==> src/rtl/cacheline_adaptor_pkg.sv <==
// Shared types and index helper for the cache-line <-> burst adaptor.
package cacheline_adaptor_pkg;

  typedef enum logic [2:0] {
    IDLE,
    READ,
    READ_DONE,
    WRITE,
    WRITE_DONE
  } state_t;

  // Beat slot for the cnt-th transferred beat when the burst starts at slot start.
  function automatic int unsigned beat_idx(int unsigned start, int unsigned cnt,
                                           int unsigned beats);
    return (start + cnt) % beats;
  endfunction

endpackage

==> src/rtl/cla_beat_ctr.sv <==
// Beat counter shared by the read and write paths: start slot, transferred-beat
// count, current line slot and a flag marking the final acknowledged beat.
module cla_beat_ctr
  import cacheline_adaptor_pkg::*;
#(
  parameter  int BEATS = 4,
  localparam int OFS_W = $clog2(BEATS),
  localparam int CNT_W = $clog2(BEATS + 1)
) (
  input  logic             clk,
  input  logic             reset_n,
  input  logic             load,
  input  logic [OFS_W-1:0] load_start,
  input  logic             adv,
  output logic [OFS_W-1:0] idx,
  output logic             last
);

  logic [CNT_W-1:0] cnt;
  logic [OFS_W-1:0] start;

  always_ff @(posedge clk or negedge reset_n) begin
    if (!reset_n) begin
      cnt   <= '0;
      start <= '0;
    end else if (load) begin
      cnt   <= '0;
      start <= load_start;
    end else if (adv) begin
      cnt   <= cnt + CNT_W'(1);
    end
  end

  assign idx  = OFS_W'(beat_idx(32'(start), 32'(cnt), 32'(BEATS)));
  assign last = adv && (cnt == CNT_W'(BEATS - 1));

endmodule

==> src/rtl/cacheline_adaptor_param.sv <==
// LLC line <-> memory burst adaptor with optional critical-word-first ordering.
// Request address and write line are captured at acceptance; busy-time input changes are ignored.
module cacheline_adaptor_param
  import cacheline_adaptor_pkg::*;
#(
  parameter int LINE_W  = 256,
  parameter int BURST_W = 64,
  parameter int ADDR_W  = 32,
  parameter bit WRAP_EN = 1'b0
) (
  input  logic               clk,
  input  logic               reset_n,
  input  logic [LINE_W-1:0]  line_i,
  output logic [LINE_W-1:0]  line_o,
  input  logic [ADDR_W-1:0]  address_i,
  input  logic               read_i,
  input  logic               write_i,
  output logic               resp_o,
  input  logic [BURST_W-1:0] burst_i,
  output logic [BURST_W-1:0] burst_o,
  output logic [ADDR_W-1:0]  address_o,
  output logic               read_o,
  output logic               write_o,
  input  logic               resp_i
);

  localparam int BEATS  = LINE_W / BURST_W;
  localparam int OFS_LO = $clog2(BURST_W / 8);
  localparam int OFS_W  = $clog2(BEATS);
  localparam logic [ADDR_W-1:0] LINE_MASK = ~ADDR_W'(LINE_W / 8 - 1);

  if ((LINE_W % BURST_W) != 0 || BEATS < 2 || (BEATS & (BEATS - 1)) != 0) begin : g_bad_cfg
    $error("cacheline_adaptor_param: LINE_W/BURST_W must be a power of two >= 2");
  end

  state_t           state, nxt;
  logic [LINE_W-1:0] wline;
  logic [OFS_W-1:0] idx;
  logic             last;
  logic             accept_rd, accept_wr, adv;

  assign accept_rd = (state == IDLE) && read_i;
  assign accept_wr = (state == IDLE) && !read_i && write_i;
  assign adv       = ((state == READ) || (state == WRITE)) && resp_i;

  cla_beat_ctr #(.BEATS(BEATS)) u_ctr (
    .clk       (clk),
    .reset_n   (reset_n),
    .load      (accept_rd || accept_wr),
    .load_start(WRAP_EN ? address_i[OFS_LO +: OFS_W] : '0),
    .adv       (adv),
    .idx       (idx),
    .last      (last)
  );

  always_ff @(posedge clk or negedge reset_n) begin
    if (!reset_n) begin
      state     <= IDLE;
      line_o    <= '0;
      wline     <= '0;
      address_o <= '0;
    end else begin
      state <= nxt;
      // Without wrap ordering the burst always starts line-aligned.
      if (accept_rd || accept_wr)
        address_o <= WRAP_EN ? address_i : (address_i & LINE_MASK);
      if (accept_wr)
        wline <= line_i;
      if ((state == READ) && resp_i)
        line_o[BURST_W*idx +: BURST_W] <= burst_i;
    end
  end

  always_comb begin
    nxt     = state;
    read_o  = 1'b0;
    write_o = 1'b0;
    resp_o  = 1'b0;
    burst_o = '0;
    unique case (state)
      IDLE: begin
        if (read_i)       nxt = READ;
        else if (write_i) nxt = WRITE;
      end
      READ: begin
        read_o = 1'b1;
        if (last) nxt = READ_DONE;
      end
      READ_DONE: begin
        resp_o = 1'b1;
        nxt    = IDLE;
      end
      WRITE: begin
        write_o = 1'b1;
        burst_o = wline[BURST_W*idx +: BURST_W];
        if (last) nxt = WRITE_DONE;
      end
      WRITE_DONE: begin
        resp_o = 1'b1;
        nxt    = IDLE;
      end
      default: nxt = IDLE;
    endcase
  end

endmodule

==> config.mk <==
export PLATFORM = sky130hd
export DESIGN_NAME = cacheline_adaptor_param
export DESIGN_NICKNAME = d
export VERILOG_FILES = /design/src/rtl/cacheline_adaptor_pkg.sv /design/src/rtl/cla_beat_ctr.sv /design/src/rtl/cacheline_adaptor_param.sv
export SDC_FILE = /design/constraint.sdc
export NUM_CORES = 1
export LEC_CHECK = 0
export CAP_MARGIN = 20
export CORE_MARGIN = 10
export CORE_UTILIZATION = 38
export CTS_BUF_LIST = sky130_fd_sc_hd__clkbuf_8
export CTS_CLUSTER_SIZE = 8
export DETAILED_ROUTE_END_ITERATION = 12
export GPL_ROUTABILITY_DRIVEN = 1
export GPL_TIMING_DRIVEN = 1
export PLACE_DENSITY = 0.69
export SETUP_SLACK_MARGIN = 0.15
export SLEW_MARGIN = 40
export SYNTH_ARGS = -nofsm -noshare
export SYNTH_HDL_FRONTEND = slang
export SYNTH_SLANG_ARGS = --single-unit
==> constraint.sdc <==
create_clock -name clk -period 4.6 [get_ports clk]
set_input_delay 0.92 -clock clk [delete_from_list [all_inputs] [get_ports clk]]
set_output_delay 0.92 -clock clk [all_outputs]
set_load 0.02 [all_outputs]
==> results.md <==
- The data arrival time at the worst-slack endpoint is between 3 and 4 ns.
- Headroom to the max-slew limit came out at approximately 41%.
- The maximum achievable frequency is 245 MHz.
- The total count of max-transition violations in the final report is 0.
- At the later pin of the worst-skew pair, clock insertion delay measures between 0.7 and 0.8 ns.
- The layout filler cell count is ~5,300.
- The die width is 276 um.
- Of all nets on the critical path, the largest fanout is 23.
- The first-pass iteration count of the detailed router is 6.
- The quantity of gates resized following cts is 0.
- The wire-length estimate of the detail-placed layout is roughly 65,000 um.
- After synthesis, flip-flops and latches occupy a little over half of the total area.
- The number of flops mapped to enable cells by yosys is 0.
- STA classifies the critical path endpoint as a primary output.
- The net total in the final layout is ~3,000.
- The share of Yosys cell area claimed by the top area cell type is between 50% and 60%.
- Clock-pin slew was measured on the worst setup and hold paths at approximately 0.060 ns.
- The I/O pin count is between 700 and 800.
- The wire length reported by the detailed router is 88,500 um.
- The worst setup path is launched from a register.
- Counting flops with an async set or reset pin after synthesis yields a share of 100%.
- The H-tree depth reported by CTS is 3.
- The area of the die is roughly 76,000 um2.
- In this run the cell area measured after placement is between 30,000 and 40,000 um2.
- The initial antenna violation count was 16.
- The largest total area in the synthesized netlist belongs to dfrtp_1.
- Counting every instance in the synthesized netlist gives approximately 1,900.
- The number of I/O port buffers is 701.
- The transition time of the tightest slew-check pin is 0.878 ns.
- The number of hold violations in the final report is 0.
- Summing every instance area after synthesis gives between 20,000 and 25,000 um2.
- The maximum root-to-sink buffer count is 3.
- The global-route congestion overflow total is 0.
- Among all cell types in the netlist, the one instantiated most often is dfrtp_1.
- Entering global routing, the biggest net connects around 190 pins.
- The class of the worst hold path is in -> async.
- The height of the die is approximately 280 um.
- Using the TritonRoute via totals, the vias-per-cell ratio works out to between 5 and 6.
- The minimum clock period is slightly above 4 ns.
- Setup violations remaining at the end of the flow were counted as 0.
- For this configuration, the core starts out at a cell density of approximately 39%.
- The total power divided by cell area is 694 nW/um2.
- The cell at the root of the clock tree is clkbuf_8.
- The number of buffers added by the clock tree synthesis step is just over 90.
- The number of post-CTS setup repair buffers is 0.
- The leading register cell type out of synthesis is dfrtp_1.
- The wire length per cell after detailed routing is around 25 um.
- STA puts the critical path data required time at around 3.7 ns.
- The first global-routing pass estimated around 130,000 um of wire.
- Across the routed clock network, the largest skew measured is roughly 0.066 ns.
- The run finished with clean final reports.
- Summing all non-filler instances in the final layout gives an area of 34,600 um2.
- The final critical-path share of the clock period is 88.9%.
- Dividing the synthesized area by the synthesized cell count gives about 13 um2.
- For this run, the number of Yosys warnings is 0.
- In this run, the number of DRC markers left after iteration 0 of detailed routing was 1,678.
- Sorting the synthesized cells by area gives the leading types as dfrtp_1 55%, mux2_4 14%, mux4_2 5.8%, nand4_1 4.8%, inv_1 3.9%.
- The worst register-to-register path has a setup slack of ~1.5 ns.
- The commonest cells after synthesis are 545 x dfrtp_1, 261 x inv_1, 240 x mux2_4, 192 x nand4_1, 182 x o21ai_0.
- The floorplan has 93 rows.
- The count of different cell masters after synthesis is 39.
- The critical setup path kind is reg -> out.
- The max-capacitance violation count is 0.
- The detail route stage leaves a number of antenna-violating nets equal to 0.
- The core area is 64,800 um2.
- Setup repair after global routing left no endpoint under its margin.
- The number of clock sinks is 545.
- The count of non-filler cells in the finished layout is around 3,500.
- The DRC violation count after routing is 0.
- The number of placed instances, taps included, is 3,374.
- The summed negative setup slack over all endpoints is 0 ns.
- The fraction of final layout cells sized beyond drive strength 1 is between 20% and 30%.
- Across the VDD grid, the largest voltage drop is approximately 0.44 mV.
- At the end of routability-driven placement, the weighted congestion stood at approximately 0.89.
- Buffers inserted to repair hold after CTS numbered 0.
- The leakage power is 0.0152 uW.
- The via count of the first global-routing pass is 19,900.
- The routed layout has 18,500 vias.
- Global routing used 22.4% of the available tracks across all layers.
- Relative to the synthesized area, the layout overhead comes to 38.4%.
- The clock tree from TritonCTS is built.
- Synthesis inferred about 550 register bits.
- Cells fill between 50% and 60% of the core in the end.
[state kept, by name (all words and copies together) (netlist names)]
signal	flops
address_o	27
u_ctr.cnt	3
state	3
wline	256
line_o	256
[layout make-up]
type                            count  area [um2]  area share, %
Clock inverter                     51         313          0.904
Timing Repair Buffer              744        7530           21.8
Antenna cell                        5        12.5         0.0362
Tap cell                          855        1070           3.09
Multi-Input combinational cell    970        9420           27.2
Clock buffer                      118        1620           4.70
Sequential cell                   545       13600           39.5
Inverter                          261         980           2.83
[stage by stage]
| stage | total power, uW | hold slack [ns] | setup slack [ns] |
|---|---|---|---|
| 2_1_floorplan | 14700 | 0.474 | 2.12 |
| 3_3_place_gp | 19300 | 0.484 | 1.07 |
| 3_5_place_dp | 19600 | 0.490 | 1.01 |
| 4_1_cts | 24200 | 0.0858 | 0.372 |
| 5_1_grt | 25200 | 0.114 | 0.309 |
| 6_report | 24000 | 0.140 | 0.513 |
[cells by family (layout without fill, tap and decap cells)]
logic type	after synthesis	count (layout)	share of synthesized area (%)
fa+ha+maj	7	7	0.351
compound gates	198	198	4.01
other cells	1	10	0.0150
buf+inv	420	1174	8.02
simple gates	348	348	8.30
xor+xnor	1	1	0.0351
flops	545	545	54.6
mux	411	411	24.7
[final timing paths]
path | to | cells after the start | start
setup reg to reg | line_o[140]$_DFFE_PN0P_ | 6 | u_ctr.cnt[0]$_DFFE_PN0P_
setup / recovery | burst_o[18] | 4 | u_ctr.cnt[0]$_DFFE_PN0P_
hold / removal | line_o[241]$_DFFE_PN0P_ | 1 | reset_n
min in group clk | wline[255]$_DFFE_PN0P_ | 1 | wline[255]$_DFFE_PN0P_
max in group asynchronous | u_ctr.cnt[1]$_DFFE_PN0P_ | 3 | reset_n
hold reg to reg | wline[255]$_DFFE_PN0P_ | 1 | wline[255]$_DFFE_PN0P_
[layout by cell type, fill, tap and decap left out, types with 2 or more instances in the layout]
cell type,count
clkinv_8,4
inv_1,294
o21ai_0,182
diode_2,5
and3b_1,2
nand4_1,192
clkdlybuf4s50_1,700
mux2_2,43
nor4b_4,2
conb_1,5
ha_2,3
mux4_2,64
nor3b_2,2
dfrtp_1,543
buf_16,2
buf_4,29
clkbuf_8,118
nor2_1,2
nand2_1,69
and2_2,3
buf_12,11
a21oi_1,2
clkinv_2,10
mux2i_1,64
mux2_4,240
nor3b_1,2
ha_1,4
dfrtp_4,2
nor2b_1,64
o21ai_1,10
[worst max-delay path, stage by stage, from the launching register on]
cell and delay [ns]:
dfrtp_4 0.75, buf_4 0.40, mux4_2 0.57, nor2b_1 0.19, clkdlybuf4s50_1 0.59
[power by group]
part | switching [uW] | internal, uW
Sequential | 1500 | 6970
Combinational | 5410 | 5640
Clock | 2090 | 2390
[metal layers]
metal / vias to the layer above / GRT usage (%) / wire length [um]
met5: - / 0 / 135
met1: 9327 / 27.0 / 34200
met3: 173 / 7.72 / 8510
met2: 948 / 37.0 / 43200
met4: 20 / 7.34 / 2470
li1: 8043 / - / -
Power figures use the tool's default switching activity.
